<file path="src/rtl/alu_sequencer.sv">
// Operand/opcode sequencer for the combinational ALU: captures A, B, OP from a shared bus
// on enter rising edges, latches the result one cycle later. Optional feature: ALU_SEQ_ACCUM_EN.
module alu_sequencer #(
    parameter int WIDTH = 16
) (
    input  logic             clk,
    input  logic             reset,
    input  logic             clear,
    input  logic [WIDTH-1:0] data_in,
    input  logic             enter,
    output logic [WIDTH-1:0] alu_a,
    output logic [WIDTH-1:0] alu_b,
    output logic [WIDTH-1:0] alu_op,
    input  logic [WIDTH:0]   alu_result,
    input  logic             alu_error,
    output logic [WIDTH:0]   result_q,
    output logic             error_q,
    output logic             done,
    output logic             op_invalid,
    output logic [2:0]       state_o,
    output logic [WIDTH:0]   disp_value
);

    typedef enum logic [2:0] {
        WAIT_A  = 3'd0,
        WAIT_B  = 3'd1,
        WAIT_OP = 3'd2,
        EXEC    = 3'd3,
        SHOW    = 3'd4
    } state_t;

    state_t state, state_nx;
    logic   enter_d, enter_rise;
    logic   ld_a, ld_b, ld_op, op_bad, ld_res, ld_acc;

    assign enter_rise = enter & ~enter_d;
    assign state_o    = state;

    always_ff @(posedge clk or posedge reset) begin
        if (reset) begin
            state   <= WAIT_A;
            enter_d <= 1'b0;
        end else begin
            state   <= state_nx;
            enter_d <= enter;
        end
    end

    always_comb begin
        state_nx = state;
        ld_a     = 1'b0;
        ld_b     = 1'b0;
        ld_op    = 1'b0;
        op_bad   = 1'b0;
        ld_res   = 1'b0;
        ld_acc   = 1'b0;
        if (clear) begin
            state_nx = WAIT_A;
        end else begin
            case (state)
                WAIT_A: if (enter_rise) begin
                    ld_a     = 1'b1;
                    state_nx = WAIT_B;
                end
                WAIT_B: if (enter_rise) begin
                    ld_b     = 1'b1;
                    state_nx = WAIT_OP;
                end
                WAIT_OP: if (enter_rise) begin
                    if (data_in <= WIDTH'(3)) begin
                        ld_op    = 1'b1;
                        state_nx = EXEC;
                    end else begin
                        op_bad   = 1'b1;
                    end
                end
                // One cycle only; an enter edge seen here is dropped.
                EXEC: begin
                    ld_res   = 1'b1;
                    state_nx = SHOW;
                end
                SHOW: if (enter_rise) begin
`ifdef ALU_SEQ_ACCUM_EN
                    ld_acc   = 1'b1;
                    state_nx = WAIT_B;
`else
                    state_nx = WAIT_A;
`endif
                end
                default: state_nx = WAIT_A;
            endcase
        end
    end

    always_ff @(posedge clk or posedge reset) begin
        if (reset) begin
            alu_a      <= '0;
            alu_b      <= '0;
            alu_op     <= '0;
            result_q   <= '0;
            error_q    <= 1'b0;
            op_invalid <= 1'b0;
            done       <= 1'b0;
        end else begin
            done <= ld_res;
            if (clear) begin
                alu_a      <= '0;
                alu_b      <= '0;
                alu_op     <= '0;
                result_q   <= '0;
                error_q    <= 1'b0;
                op_invalid <= 1'b0;
            end else begin
                if (ld_a)   alu_a <= data_in;
                // Chaining drops the carry bit; error_q stays until the next EXEC.
                if (ld_acc) alu_a <= result_q[WIDTH-1:0];
                if (ld_b)   alu_b <= data_in;
                if (ld_op) begin
                    alu_op     <= data_in;
                    op_invalid <= 1'b0;
                end
                if (op_bad) op_invalid <= 1'b1;
                if (ld_res) begin
                    result_q <= alu_result;
                    error_q  <= alu_error;
                end
            end
        end
    end

    always_comb begin
        disp_value = '0;
        case (state)
            WAIT_B:       disp_value = {1'b0, alu_a};
            WAIT_OP:      disp_value = {1'b0, alu_b};
            EXEC, SHOW:   disp_value = result_q;
            default:      disp_value = '0;
        endcase
    end

endmodule

</file>
<file path="config.mk">
export PLATFORM = sky130hd
export DESIGN_NAME = alu_sequencer
export DESIGN_NICKNAME = d
export VERILOG_FILES = /design/src/rtl/alu_sequencer.sv
export SDC_FILE = /design/constraint.sdc
export NUM_CORES = 1
export LEC_CHECK = 0
export BUFFER_PORTS_ARGS = -buffer_cell sky130_fd_sc_hd__buf_4
export CAP_MARGIN = 0
export CORE_UTILIZATION = 50
export DETAILED_ROUTE_END_ITERATION = 7
export HOLD_SLACK_MARGIN = 0.08
export PLACE_DENSITY = 0.85
export SLEW_MARGIN = 20
export SYNTH_ARGS = -nofsm -noshare
export SYNTH_HDL_FRONTEND = slang
export SYNTH_SLANG_ARGS = --single-unit
</file>
<file path="constraint.sdc">
create_clock -name clk -period 2.9 [get_ports clk]
set_input_delay 0.29 -clock clk [delete_from_list [all_inputs] [get_ports clk]]
set_output_delay 0.29 -clock clk [all_outputs]
set_load 0.01 [all_outputs]
</file>
==> impl_metrics.toml, run 1 <==
[run_status]
outcome = "completed"

[global_route]
track_usage = 0.2799
grt_pass1_vias = 2757
grt_overflow = 0
grt_pass1_wl_mm = 13.65
antenna_found_initial = 0
grt_max_degree = 42

[die]
die_y_um = 81.60
die_w_um = 81.60
core_um2 = 6026
dieArea_um2 = 6659
initial_core_util = 0.5257
num_rows = 28
ioPinCount = 126

[sta]
fin_tns_setup_ns = 0
fmax_mhz = 378.8
setup_ws_ns = 0.2603
slew_headroom = 0.4429
rsz0062_at_grt = "no"
clock_skew_ns = 0.007580
slew_violations = 0
tightestPinTransition_ns = 0.8344
setup_viol = 0
period_share = 0.9102
min_period_ns = 2.640
hold_violations = 0

[clocking]
post-cts-setup-buffers = 0
hold_buffers = 1
ctsResizeCount = 0
cts_tree = "done"
numCtsBuffers = 9
clock-sinks = 72
path_clk_slew_ns = 0.07
root_buffer = "clkbuf_8"
cts_max_level = 3
cts.path.max_buffers = 2
worstSkewPairLatency_ns = 0.35

[synth]
synth_fp_nets = 345
ys_types = 32
avgSynthCellArea_um2 = 10.32
ys_seq_area_frac = 0.5687
async_flop_share = 1.000
yosys_warnings = 0
yosys_most_used_dff = "dfrtp_1"
synth_edf_count = 0
synth_cells = 307
ys_seq_elements = 72
netlist_area_um2 = 3168

[place]
dpl.hpwl_mm = 6.426
gp_congestion = 0.8286
portBuffers = 125
pre_cts_ws_ns = 0.7001

[power]
power_mw = 2.039
powerDensity_nw_per_um2 = 472.7
p_leak_nw = 2.138
ir_drop_v = 0.0002957

[route]
viasPerCell = 5.669
drtAntennaViolNets = 0
drcViolationCount = 0
dr.first_iter.drc_count = 183
vias = 2880
wire_per_inst_um = 17.50
drtPass1Iterations = 4
wl_mm = 8.889

[critical_path]
crit_type = "flop to output pin"
path_max_fanout = 24
end_kind = "output pin"
arrival_ns = 2.35
startpoint_type = "flop"
critPathRequiredTime_ns = 2.61

[cells_and_area]
diodes = 0
nNetsFinal = 469
drive_gt1_frac = 0.3834
areaGrowthSynthToFinish_pct = 36.18

[run]
cap_violations = 0

[min_path]
worst_hold_path_type = "input port to async pin"
[worst max-delay path, cell delays in order (launching register included)]
cell	delay, ns
dfrtp_1	0.68
nor2_2	0.69
a22oi_1	0.19
o21ai_0	0.27
buf_4	0.17
[stage by stage]
step                      std cells  utilization  instance area (um^2)  hold slack (ns)
final                           508       0.7159                  4314           0.1148
after global routing            508       0.7159                  4314           0.1665
after CTS                       508       0.7159                  4314           0.1486
after detailed placement        494       0.6908                  4163           0.4231
after global placement          494       0.6908                  4163           0.4239
after floorplan                 307            -                  3168           0.3214
[sequential cells by signal (all words and copies together) (netlist names)]
| signal | count |
|---|---|
| result_q | 17 |
| state_o | 3 |
| enter_d | 1 |
| alu_a | 16 |
| alu_b | 16 |
| done | 1 |
| error_q | 1 |
| op_invalid | 1 |
| alu_op | 16 |
[routing by layer]
layer | GRT usage | part of all wire | vias to the layer above
met2 | 0.4500 | 0.49 | 118
met4 | 0.1456 | 0.027 | 0
met3 | 0.04778 | 0.062 | 28
met1 | 0.3640 | 0.42 | 1408
li1 | - | - | 1326
met5 | 0 | 0 | -
[cell usage in the layout (no fill, tap or decap), types with 2 or more instances in the layout]
cell type and n:
and2b_1 2, nor2b_1 2, clkinv_2 2, o21ai_0 48, nand2b_1 2, nor2_2 2
a21oi_1 3, clkbuf_8 9, a31oi_2 2, a22o_1 18, nor2_1 2, nand3_1 2
nor3_1 4, mux2i_1 2, nor4_1 3, dfrtp_1 72, and2_1 14, clkbuf_1 2
nand2_1 68, a22oi_1 16, buf_4 132, mux2_2 16
[worst paths after layout]
path                       cells past startpoint                       to  slack, ns              startpoint
setup reg to reg                               4  result_q[4]$_DFFE_PP0P_       0.73  state_o[1]$_DFFE_PP0P_
hold reg to reg                                1    alu_op[8]$_DFFE_PP0P_       0.48   alu_op[8]$_DFFE_PP0P_
min in group clk                               2  result_q[0]$_DFFE_PP0P_       0.16           alu_result[0]
hold / removal                                 2    alu_a[13]$_DFFE_PP0P_       0.11                   reset
max in group asynchronous                      3    alu_op[7]$_DFFE_PP0P_       2.01                   reset
setup / recovery                               4            disp_value[9]       0.26  state_o[1]$_DFFE_PP0P_
[cells by family (layout without fill, tap and decap cells)]
kind of cell    after synthesis  in the layout  synth area share
xor+xnor                      1              1          0.002765
compound gates               91             91            0.1829
buf+inv                      23            149           0.03594
mux                          18             18           0.06319
flops                        72             72            0.5687
simple gates                102            102            0.1465
[area by class of cell]
| type | count | area (um^2) |
|---|---|---|
| fill | 472 | 1712 |
| tap | 75 | 93.84 |
| clock inverter | 2 | 10.01 |
| clock buffer | 11 | 131.4 |
| sequential | 72 | 1802 |
| multi-input combinational | 212 | 1265 |
| inverter | 3 | 11.26 |
| timing repair buffer | 133 | 1001 |
[cells in the mapped netlist, types with 3 or more instances]
cell	number	area, um^2
and2_1	14	87.58
nor3_1	4	20.02
a22o_1	18	157.7
a22oi_1	16	120.1
dfrtp_1	72	1802
nand2_1	68	255.2
nor4_1	3	18.77
mux2_2	16	180.2
a21oi_1	3	15.01
clkbuf_1	4	15.01
buf_2	12	60.06
o21ai_0	48	240.2
[power breakdown]
group | internal [mW] | total (mW) | leakage, nW | switching, mW
Sequential | 1.05 | 1.09 | 0.972 | 0.0468
Clock | 0.293 | 0.628 | 0.0749 | 0.335
Combinational | 0.152 | 0.317 | 1.09 | 0.165
Total | 1.49 | 2.04 | 2.14 | 0.547
No activity file was read; power rests on OpenSTA's default activity.
==> run 2: changes to the inputs <==
- CORE_ASPECT_RATIO: unset -> 0.5
- CORE_MARGIN: unset -> 2
==> impl_metrics.toml, run 2 (synthesis results as in run 1) <==
[critical_path]
cp_top_family = "simple AND/OR/NAND/NOR gates"
cp_slowest_cell = "nor2_2"
crit_type = "flop to output pin"
end_kind = "output pin"
path_cells = "nor2_2 > a22oi_1 > o21ai_0 > buf_4"
startpoint_type = "flop"
arrival_ns = 2.36
critPathRequiredTime_ns = 2.61
path_max_fanout = 24
path_buf_inv = 1
cpPeakStageDelay_ns = 0.73

[clocking]
root_buffer = "clkbuf_16"
cts.path.max_buffers = 2
path_clk_slew_ns = 0.05
cts_tree = "done"
worstSkewPairLatency_ns = 0.33
numCtsBuffers = 9
clock-sinks = 72
cts_max_level = 3

[cells_and_area]
diodes = 0
largest_reg_flops = 17
n_fill_cell = 447
areaGrowthSynthToFinish_pct = 40.64
top_register = "result_q"
final_cell_mix = "132 x buf_4, 72 x dfrtp_1, 68 x nand2_1"
multi_input_area_um2 = 1265
fin_util = 0.7297
regArea_um2 = 1802
final_common_cell = "buf_4"
finalInstanceArea_um2 = 4456
drive_gt1_frac = 0.3876
nNetsFinal = 469

[power]
p_leak_nw = 2.199
power_mw = 2.401
ir_drop_v = 0.0002914
powerDensity_nw_per_um2 = 538.9

[route]
drtPass1Iterations = 5
vias = 2887
dr.first_iter.drc_count = 327
wl_mm = 9.177
wire_per_inst_um = 17.51
drtAntennaViolNets = 0
viasPerCell = 5.510
drcViolationCount = 0

[die]
die_y_um = 60.29
initial_core_util = 0.5189
dieArea_um2 = 7027
core_um2 = 6106
ioPinCount = 126
num_rows = 20
die_w_um = 116.6

[sta]
fin_tns_setup_ns = 0
min_period_ns = 2.653
period_share = 0.9148
clock_skew_ns = 0.007635
fin_worst_hold_slack_ns = 0.09623
slew_violations = 0
slew_headroom = 0.3911
fmax_mhz = 376.9
tightestPinTransition_ns = 0.9134
hold_violations = 0
rsz0062_at_grt = "no"
setup_viol = 0

[run_status]
outcome = "completed"

[place]
portBuffers = 125
place_area_um2 = 4179
dpl.hpwl_mm = 6.537
gp_congestion = 0.9117

[min_path]
worst_hold_path_type = "input port to flop"

[global_route]
grt_overflow = 0
grt_max_degree = 30
grt_pass1_wl_mm = 14.17
grt_pass1_vias = 2800
track_usage = 0.2725
antenna_found_initial = 0

[run]
cap_violations = 0
[run 2: what timing repair did]
| item | 4_1_cts | 5_1_grt |
|---|---|---|
| gates resized for setup | 0 | 0 |
| endpoints found under the setup margin | 0 | 0 |
| endpoints found under the hold margin | 19 | 0 |
| hold buffers | 1 | 0 |
| setup buffers | 0 | 0 |
[run 2: area by class of cell]
cell class | instances | share of cell area
Timing Repair Buffer | 133 | 0.2247
Tap cell | 88 | 0.02471
Clock buffer | 12 | 0.05532
Sequential cell | 72 | 0.4044
Inverter | 3 | 0.002527
Clock inverter | 4 | 0.004493
Multi-Input combinational cell | 212 | 0.2839
[run 2: final timing paths]
check | startpoint | to | slack, ns | cells after the start
min | enter | enter_d$_DFF_PP0_ | 0.1 | 1
max in group asynchronous | reset | alu_b[10]$_DFFE_PP0P_ | 1.64 | 4
max reg2reg | state_o[1]$_DFFE_PP0P_ | alu_b[4]$_DFFE_PP0P_ | 0.51 | 4
min in group asynchronous | reset | alu_op[2]$_DFFE_PP0P_ | 0.52 | 3
max | state_o[1]$_DFFE_PP0P_ | disp_value[8] | 0.25 | 4
min reg2reg | alu_op[7]$_DFFE_PP0P_ | alu_op[7]$_DFFE_PP0P_ | 0.49 | 1
[run 2: stage by stage]
| step | cells | worst slack, ns |
|---|---|---|
| 6_report | 524 | 0.2470 |
| 5_1_grt | 524 | 0.1039 |
| 4_1_cts | 524 | 0.3422 |
| 3_5_place_dp | 507 | 0.6388 |
| 3_3_place_gp | 507 | 0.6651 |
| 2_1_floorplan | 307 | 0.7851 |
[run 2: report_power, final]
part | total [mW] | internal [mW] | switching, mW
Clock | 0.986 | 0.596 | 0.390
Sequential | 1.10 | 1.05 | 0.0483
Combinational | 0.318 | 0.152 | 0.166
Total | 2.40 | 1.80 | 0.605
[run 2: routing by layer]
layer  global-route usage  part of all wire  wire (um)
met5                    0                 0          0
met4              0.08571            0.0098         90
met3              0.06288             0.088        804
met2               0.4319              0.48       4448
met1               0.3782              0.42       3833
==> run 3: changes to the inputs <==
- BUFFER_PORTS_ARGS: -buffer_cell sky130_fd_sc_hd__buf_4 -> -buffer_cell sky130_fd_sc_hd__buf_2
==> impl_metrics.toml, run 3 (synthesis results as in run 1) <==
[run_status]
outcome = "completed"

[global_route]
track_usage = 0.2620
grt_max_degree = 36
grt_pass1_vias = 2718
grt_overflow = 0
busiest_layer = "met2"
use_met3 = 0.08519
met1_usage = 0.3552
met2_usage = 0.4020
antenna_found_initial = 0
grt_pass1_wl_mm = 13.50

[clocking]
worstSkewPairLatency_ns = 0.34
cts_max_level = 3
post-cts-setup-buffers = 0
hold_buffers = 0
numCtsBuffers = 9
path_clk_slew_ns = 0.06
cts.path.max_buffers = 2
clock-sinks = 72
cts_tree = "done"
root_buffer = "clkbuf_16"
ctsResizeCount = 0

[sta]
period_share = 0.8560
fmax_mhz = 402.8
rsz0062_at_grt = "no"
slew_headroom = 0.4681
setup_ws_ns = 0.4176
hold_violations = 0
slew_violations = 0
clock_skew_ns = 0.007079
fin_tns_setup_ns = 0
setup_viol = 0
tightestPinTransition_ns = 0.7971
min_period_ns = 2.482

[power]
swShare = 0.2490
p_leak_nw = 2.191
clockPowerShare = 0.451
switching_power_mw = 0.6198
p_seq_frac = 0.437
p_int_mw = 1.869
ir_drop_v = 0.0004224
pwr-share-comb = 0.112
powerDensity_nw_per_um2 = 592.1

[route]
wl_mm = 8.606
vias = 2902
dr.first_iter.drc_count = 304
drtAntennaViolNets = 0
drcViolationCount = 0
viasPerCell = 5.507
wire_per_inst_um = 16.33
drtPass1Iterations = 5

[cells_and_area]
finalInstanceArea_um2 = 4204
instances_no_fill = 527
nNetsFinal = 472
top_register = "result_q"
final_cell_mix = "125 x buf_2, 72 x dfrtp_1, 68 x nand2_1"
drive_gt1_frac = 0.3986
final_common_cell = "buf_2"
diodes = 0
largest_reg_flops = 17
fin_util = 0.6885
areaGrowthSynthToFinish_pct = 32.70

[min_path]
worst_hold_path_type = "input port to async pin"

[die]
num_rows = 20
core_um2 = 6106
initial_core_util = 0.5189
die_y_um = 60.29
die_w_um = 116.6
dieArea_um2 = 7027
ioPinCount = 126

[critical_path]
r2r-start = "state_o[1]$_DFFE_PP0P_"
critPathRequiredTime_ns = 2.61
crit_type = "flop to output pin"
arrival_ns = 2.19
timing.rr.end = "alu_b[8]$_DFFE_PP0P_"
end_kind = "output pin"
rrSetupSlack_ns = 0.85
cp_top_family = "simple AND/OR/NAND/NOR gates"
path_cells = "nor2_2 > a22oi_1 > o21ai_0 > buf_2"
path_max_fanout = 17
cpPeakStageDelay_ns = 0.72
r2r_cells = 5
startpoint_type = "flop"
cp_slowest_cell = "nor2_2"
path_depth = 4
path_buf_inv = 1

[place]
pre_cts_ws_ns = 0.8540
dpl.hpwl_mm = 6.035
place_area_um2 = 3896
portBuffers = 125
place_inst = 511
gp_congestion = 0.8556

[run]
cap_violations = 0
run 3: area by class of cell:
class                           count  area (um^2)
Clock buffer                       11        252.7
Clock inverter                      5        55.05
Fill cell                         468         1902
Inverter                            3        11.26
Multi-Input combinational cell    212         1265
Sequential cell                    72         1802
Tap cell                           88        110.1
Timing Repair Buffer              136        708.2
run 3: worst max-delay path by stage:
stage	endpoint	from	slack (ns)
floorplan	alu_a[0]$_DFFE_PP0P_	reset	0.79
finish	disp_value[13]	state_o[1]$_DFFE_PP0P_	0.42
global placement	disp_value[4]	state_o[1]$_DFFE_PP0P_	0.89
detailed placement	disp_value[7]	state_o[1]$_DFFE_PP0P_	0.85
global route	disp_value[13]	state_o[1]$_DFFE_PP0P_	0.27
CTS	disp_value[0]	state_o[1]$_DFFE_PP0P_	0.45
run 3: stage by stage:
stage          power [mW]  hold WS (ns)
6_report            2.489       0.06789
5_1_grt             2.589       0.08117
4_1_cts             2.497       0.08056
3_5_place_dp        1.382        0.4283
3_3_place_gp        1.375        0.4270
2_1_floorplan       1.257        0.3214
run 3: power by group through the flow:
stage	Clock [mW]	Sequential, mW	Combinational (mW)
finish	1.12	1.09	0.279
global route	1.19	1.09	0.307
CTS	1.13	1.09	0.280
detailed placement	0	1.10	0.277
global placement	0	1.10	0.272
floorplan	0	1.11	0.142
run 3: metal layers:
layer / vias up / share of wire
met1: 1431 / 0.44
li1: 1330 / -
met3: 14 / 0.075
met5: - / 0
met4: 0 / 0.013
met2: 127 / 0.47
